**src/rtl/shift_ring_reg.sv**
```systemverilog
// shift_ring_reg: WIDTH x DEPTH shift/rotate chain with parallel load and counted burst engine
module shift_ring_reg #(
  parameter int WIDTH = 1,
  parameter int DEPTH = 4,
  parameter int LEN_W = 8
) (
  input  logic                   clk,
  input  logic                   rst,
  input  logic                   en,
  input  logic [1:0]             mode,
  input  logic                   dir,
  input  logic [WIDTH-1:0]       sin,
  input  logic [WIDTH*DEPTH-1:0] pload,
  input  logic                   start,
  input  logic [LEN_W-1:0]       len,
  output logic [WIDTH*DEPTH-1:0] pout,
  output logic [WIDTH-1:0]       data_q,
  output logic                   busy,
  output logic                   done
);
  localparam logic [1:0] HOLD = 2'd0, SHIFT = 2'd1, ROTATE = 2'd2, LOAD = 2'd3;
  localparam int N = WIDTH * DEPTH;
  typedef enum logic {IDLE, RUN} state_t;
  state_t state, state_n;
  logic [N-1:0] q, q_n, step;
  logic [LEN_W-1:0] rem, rem_n;
  logic [1:0] mode_q, mode_n, op_m;
  logic dir_q, dir_n, op_d, go, done_n;
  logic [WIDTH-1:0] fill;
  always_ff @(posedge clk) begin
    if (rst) begin
      state  <= IDLE;
      q      <= '0;
      rem    <= '0;
      mode_q <= HOLD;
      dir_q  <= 1'b0;
      done   <= 1'b0;
    end else begin
      state  <= state_n;
      q      <= q_n;
      rem    <= rem_n;
      mode_q <= mode_n;
      dir_q  <= dir_n;
      done   <= done_n;
    end
  end
  // A burst's first step happens on the accepting edge, so RUN only covers steps 2..len.
  always_comb begin
    state_n = state;
    rem_n   = rem;
    mode_n  = mode_q;
    dir_n   = dir_q;
    done_n  = 1'b0;
    op_m    = mode;
    op_d    = dir;
    go      = 1'b0;
    if (state == RUN) begin
      op_m  = mode_q;
      op_d  = dir_q;
      go    = 1'b1;
      rem_n = rem - LEN_W'(1);
      if (rem == LEN_W'(1)) begin
        state_n = IDLE;
        done_n  = 1'b1;
      end
    end else if (start && (mode == SHIFT || mode == ROTATE)) begin
      mode_n = mode;
      dir_n  = dir;
      if (len == '0) done_n = 1'b1;
      else begin
        go    = 1'b1;
        rem_n = len - LEN_W'(1);
        if (len == LEN_W'(1)) done_n = 1'b1;
        else state_n = RUN;
      end
    end else if (en) go = 1'b1;
    fill = op_m == SHIFT ? sin : (op_d ? q[WIDTH-1:0] : q[N-1 -: WIDTH]);
    step = op_d ? {fill, q[N-1:WIDTH]} : {q[N-WIDTH-1:0], fill};
    q_n  = !go || op_m == HOLD ? q : op_m == LOAD ? pload : step;
  end
  assign pout   = q;
  assign data_q = q[N-1 -: WIDTH];
  assign busy   = state == RUN;
endmodule

```
**config.mk**
```make
export PLATFORM = sky130hd
export DESIGN_NAME = shift_ring_reg
export DESIGN_NICKNAME = d
export VERILOG_FILES = /design/src/rtl/shift_ring_reg.sv
export SDC_FILE = /design/constraint.sdc
export NUM_CORES = 1
export LEC_CHECK = 0
export ABC_AREA = 1
export BUFFER_PORTS_ARGS = -buffer_cell sky130_fd_sc_hd__buf_2
export CAP_MARGIN = 20
export CELL_PAD_IN_SITES_DETAIL_PLACEMENT = 1
export CELL_PAD_IN_SITES_GLOBAL_PLACEMENT = 1
export CORE_UTILIZATION = 34
export CTS_CLUSTER_DIAMETER = 200
export CTS_CLUSTER_SIZE = 24
export DETAILED_ROUTE_END_ITERATION = 12
export GPL_ROUTABILITY_DRIVEN = 0
export PLACE_DENSITY_LB_ADDON = 0.1
export SYNTH_ARGS = -nofsm -noshare
export SYNTH_HDL_FRONTEND = slang
export SYNTH_SLANG_ARGS = --single-unit
```
**constraint.sdc**
```tcl
create_clock -name clk -period 1.1 [get_ports clk]
set_input_delay 0.055 -clock clk [delete_from_list [all_inputs] [get_ports clk]]
set_output_delay 0.055 -clock clk [all_outputs]
set_load 0.005 [all_outputs]
```
# [Yosys cells after proc, flatten, opt, wreduce, memory -nomap -nowiden]
# Index checks and enable logic that the tools add are counted.
[totals] ff_bits=17 input_bits=20 output_inout_bits=7 wordCells=48
[op_classes] addsub=2 eq_ne=7 mux=23 bitwise_logic=1 reduce_logical=9
[ops] op="8-bit two-way mux" n=3
[ops] op="1-bit two-way mux" n=17
[ops] op="8-bit by 1-bit equality test with 1-bit output, second input constant" n=2
[ops] op="8-bit by 1-bit subtractor with 8-bit output, second input constant" n=2
[ops] op="8-bit zero test" n=1
[ops] op="4-bit two-way mux" n=2
[ops] op="2-bit by 1-bit equality test with 1-bit output, second input constant" n=2
[ops] op="2-bit equality test, second input constant" n=2
[ops] op="2-bit AND reduction" n=2
[ops] op="2-bit zero test" n=1
[ops] op="1-bit logical OR" n=2
[ops] op="2-bit two-way mux" n=1
[ops] op="2-bit != test, second input constant" n=1
[ops] op="2-bit nonzero test" n=1
[ops] op="1-bit logical AND" n=1
[ops] op="1-bit zero test" n=1
[ops] op="1-bit NOT" n=1

# [Longest topological paths before layout]
[depth] ltp_word=7 ltp_mapped=10 ltp_nobuf=10

# [Worst setup path before layout]
# Ideal clock, no wire load.
[synth_timing] path_kind="flip-flop to flip-flop" startpoint="reg state, in the netlist busy" endpoint="reg q[0], in the netlist pout[0]" setup_ns=0.114 arrival_ns=1.109 required_ns=0.986 slack_ns=-0.122 path_stages_with_launch=8 path_buffers=0 period_less_slack_ns=1.222 cell_sequence="dfxtp_1 inv_2 nand2_2 nand2_2 nand3_2 or2_0 a21oi_1 nor2_1"
[synth_between] elab_chain_len=5 word_cells_on_any_way=12 cone_classes="eq/ne: 2; mux: 7; reduce/logical: 3"
[synth_rtl] item="start: declaration" line="24" rtl="state_t state, state_n;"
[synth_rtl] item="start signal: assignment" line="39" rtl="state <= state_n;"
[synth_rtl] item="2-bit two-way mux / 1-bit two-way mux (equally long branches)" line="57" rtl="if (state == RUN) begin"
[synth_rtl] item="2-bit by 1-bit equality test with 1-bit output / 1-bit two-way mux (equally long branches)" line="77" rtl="fill = op_m == SHIFT ? sin : (op_d ? q[WIDTH-1:0] : q[N-1 -: WIDTH]);"
[synth_rtl] item="1-bit two-way mux" line="77"
[synth_rtl] item="4-bit two-way mux" line="78" rtl="step = op_d ? {fill, q[N-1:WIDTH]} : {q[N-WIDTH-1:0], fill};"
[synth_rtl] item="4-bit two-way mux" line="79" rtl="q_n = !go || op_m == HOLD ? q : op_m == LOAD ? pload : step;"
[synth_rtl] item="end signal: assignment" line="40" rtl="q <= q_n;"
[synth_rtl] item="end: declaration" line="25" rtl="logic [N-1:0] q, q_n, step;"
# Parallel ways exist; a longest one is shown, timed or not.
# A chain may end at the register's enable or synchronous reset.

# [Worst setup path after layout]
# Ends and elaborated chain as after synthesis.

==> Flow_metrics.wiki <==
{| class="wikitable"
! Metric !! Value
|-
| Static leakage power || 0.000951 uW
|-
| Register area share after synthesis || 25.9%
|-
| Global-route wire length before repair || 7.96 mm
|-
| Total Wirelength || 4.62 mm
|-
| Most heavily used metal layer in global routing || met2
|-
| Vias in the first global route || 1766
|-
| Cell Area, Synth || 1310 sq um
|-
| Core footprint || approximately 3700 sq um
|-
| Worst min path class || primary input to flip-flop
|-
| Via count normalized by instance count || 5.09
|-
| Ratio of total power to cell area || 1130 nW/um^2
|-
| Register bit total from synthesis || 17
|-
| Commonest non-fill, non-tap cells in the layout || sky130_fd_sc_hd__nand2_1 (45), sky130_fd_sc_hd__buf_4 (31), sky130_fd_sc_hd__buf_2 (26), sky130_fd_sc_hd__inv_1 (22), sky130_fd_sc_hd__nand3_1 (17)
|-
| Mapped Avg Cell Area || between 6 and 7 sq um
|-
| First-pass iteration count of the detailed router || 4
|-
| Placed wire-length estimate || ~3.5 mm
|-
| Routed Antenna Nets || 0
|-
| Chip width || 64.2 um
|-
| Final hold vios || 0
|-
| Wirelength per Cell || roughly 15 um
|-
| Count of routing violations after the opening detailed-route iteration || 52
|-
| Status || finished with violations
|-
| Worst Setup End Kind || flip-flop
|-
| Total congestion overflow after global routing || 0
|-
| Data arrival time of the critical path || ~1.4 ns
|-
| Clk slew on worst S/H paths || about 0.080 ns
|-
| Delay of the slowest cell on the worst path || 0.39 ns
|-
| Most used DFF post-synth || sky130_fd_sc_hd__dfxtp_1
|-
| Clock sink count || 17
|-
| Final setup fails || 13
|-
| Count of standard-cell rows || 22
|-
| Startpoint of the worst-slack reg-to-reg timing path || busy$_SDFF_PP0_
|-
| Hold path startpoint || rst
|-
| Worst path setup slack after routing || -0.139 ns
|-
| Worst-case clock buffer depth || 2
|-
| Hold Path Depth || 2
|-
| Gate count of the mapped netlist || 207
|-
| Fmax || 807 MHz
|-
| Clock root buffer || sky130_fd_sc_hd__clkbuf_8
|-
| Cell at the slowest stage of the critical path || sky130_fd_sc_hd__dfxtp_4
|-
| Yosys warning total || 0
|-
| Type of the worst setup path || flip-flop to flip-flop
|-
| Cell types with the largest area share after synthesis || sky130_fd_sc_hd__dfxtp_1 (26%), sky130_fd_sc_hd__nand2_1 (14%), sky130_fd_sc_hd__inv_1 (7.7%), sky130_fd_sc_hd__nand3_1 (7.2%), sky130_fd_sc_hd__a21oi_1 (6.5%)
|-
| Port buffer count || 26
|-
| Synthesized netlist net count || 232
|-
| CTS tree || yes
|-
| Met2 GRT Util || between 40 and 50%
|-
| Num ports || 27
|-
| Slew margin rel. || 82.0%
|-
| Die boundary height || 64.2 um
|-
| Violated checks || negative setup slack
|-
| Final antenna diode count || 0
|-
| Number of buffers inserted by hold repair at cts || 0
|-
| Fraction of final layout cells with drive strength greater than 1 || 41.4%
|-
| Area growth from synthesis to layout || 50.0%
|-
| Clock latency reported for the late side of the worst-skew pair || roughly 0.26 ns
|-
| Final Hold Slack || ~0.05 ns
|-
| Antenna violations before repair || 0
|-
| Number of max-slew violations in the final report || 0
|-
| Cells traversed along the worst timing path || inv_8 > nand2_4 > nand2_4 > nand3_4 > or2_1 > a21oi_2 > nor2_1
|-
| Commonest non-fill, non-tap cell in the layout || sky130_fd_sc_hd__nand2_1
|-
| Largest driver fanout on the critical path || 7
|-
| Dominant cell type by area after synthesis || sky130_fd_sc_hd__dfxtp_1
|-
| Cell family with most CP delay || simple AND/OR/NAND/NOR gates
|-
| Via count of the routed design || 1597
|-
| Reg2Reg Capture Point || pout[0]$_SDFFE_PP0N_
|-
| Fin nets || 292
|-
| Number of synthesized flops with an enable pin || 0
|-
| CP dominant cell by count || sky130_fd_sc_hd__nand2_4
|-
| Startpoint class of the critical path || flip-flop
|-
| Maximum number of pins on one net before global-route repair || 11
|-
| Floorplan die area || 4120 sq um
|-
| Initial standard-cell utilization of the core || 35.6%
|-
| DRC violations left || 0
|-
| Number of max-cap violations || 0
|-
| Routing usage on met1 || 26.7%
|-
| Synth top area share || 25.9%
|-
| Slew at the pin with the worst max-slew slack || 0.270 ns
|-
| Worst-case vdd ir drop || 0.000722 V
|-
| Met3 track demand over resource in global routing || 2.50%
|-
| Total global routing track utilization || around 25%
|-
| Logic depth of the worst register-to-register path || 7
|-
| RSZ-0062 raised after global routing || yes
|-
| Number of buffers created by CTS || 3
|-
| Final Critical Period || 1.24 ns
|-
| Combined buffer and inverter count along the critical path || 1
|-
| Ys async rst share || 0%
|-
| Period Utilization, post-route || 113%
|-
| Clock skew after layout || 0.00945 ns
|-
| Number of H-tree levels || 1
|-
| Number of distinct library cell variants in the gate-level netlist after synthesis || 32
|-
| Register-to-register path setup slack || -0.14 ns
|-
| Sink of the worst hold path || mode_q[1]$_SDFFE_PP0P_
|-
| Total Negative Setup Slacks || -0.798 ns
|-
| WP data required || 1.26 ns
|}
==> report_power, final <==
group	leakage [uW]	total, uW	internal [uW]	switching (uW)
clock	0.0000255	493	252	241
sequential	0.000142	769	687	81.3
combinational	0.000783	961	422	539
total	0.000951	2220	1360	861
==> how the worst max path moves through the flow <==
stage,from,endpoint,slack (ns),cells after the start
after global placement,len[0],pout[3]$_SDFFE_PP0N_,-0.14,10
after global routing,busy$_SDFF_PP0_,pout[0]$_SDFFE_PP0N_,-0.23,9
after detailed placement,len[1],pout[0]$_SDFFE_PP0N_,-0.21,10
after CTS,busy$_SDFF_PP0_,pout[0]$_SDFFE_PP0N_,-0.12,7
final,busy$_SDFF_PP0_,pout[0]$_SDFFE_PP0N_,-0.14,7
after floorplan,busy$_SDFF_PP0_,pout[0]$_SDFFE_PP0N_,-0.04,8
==> cell usage after synthesis, types with 3 or more instances <==
cell type / count
sky130_fd_sc_hd__nand2_1: 50
sky130_fd_sc_hd__inv_1: 27
sky130_fd_sc_hd__nand3_1: 19
sky130_fd_sc_hd__a21oi_1: 17
sky130_fd_sc_hd__dfxtp_1: 17
sky130_fd_sc_hd__nor2_1: 16
sky130_fd_sc_hd__o21ai_0: 11
sky130_fd_sc_hd__nand2_2: 6
sky130_fd_sc_hd__o21ai_1: 6
sky130_fd_sc_hd__ha_1: 5
sky130_fd_sc_hd__nand4_1: 4
sky130_fd_sc_hd__nand3_2: 3
sky130_fd_sc_hd__xor2_1: 3
==> timing repair <==
action                                  4_1_cts  5_1_grt
resized for setup                            37       12
setup buffers                                 1        0
endpoints found under the setup margin       14       17
pin swaps                                     8        5
hold endpoints to repair                      0        0
==> flip-flops by register name, indices dropped and copies added (netlist names) <==
name	count
busy	1
dir_q	1
done	1
mode_q	2
pout	4
rem	8
==> layer usage <==
metal  wire, um  part of all wire, %
met5          0                    0
met4         78                  1.7
met3         89                  1.9
met2       2550                   55
met1       1900                   41
==> kinds of logic after synthesis <==
| kind of cell | synth area share, % |
|---|---|
| buffers and inverters | 11.0 |
| flip-flops | 25.9 |
| AND/OR/NAND/NOR | 38.6 |
| adder cells (fa/ha/maj) | 4.76 |
| XOR/XNOR | 2.67 |
| AO/OA/AOI/OAI | 17.1 |
==> cell type report <==
class | instances | area, sq um
Clock buffer | 3 | 41.3
Clock inverter | 1 | 5.00
Fill cell | 494 | 1720
Inverter | 29 | 125
Multi-Input combinational cell | 156 | 985
Sequential cell | 17 | 349
Tap cell | 48 | 60.1
Timing Repair Buffer | 60 | 405
==> per-stage QoR <==
step	area, sq um	util [%]	total power [uW]	setup slack [ns]	instances
5_1_grt	1970	53.4	2370	-0.229	314
3_5_place_dp	1770	47.9	1570	-0.212	309
4_1_cts	1930	52.3	2180	-0.116	314
6_report	1970	53.4	2220	-0.139	314
3_3_place_gp	1770	47.9	1530	-0.139	309
2_1_floorplan	1350	-	1230	-0.0377	207
No activity file was read; power rests on OpenSTA's default activity.
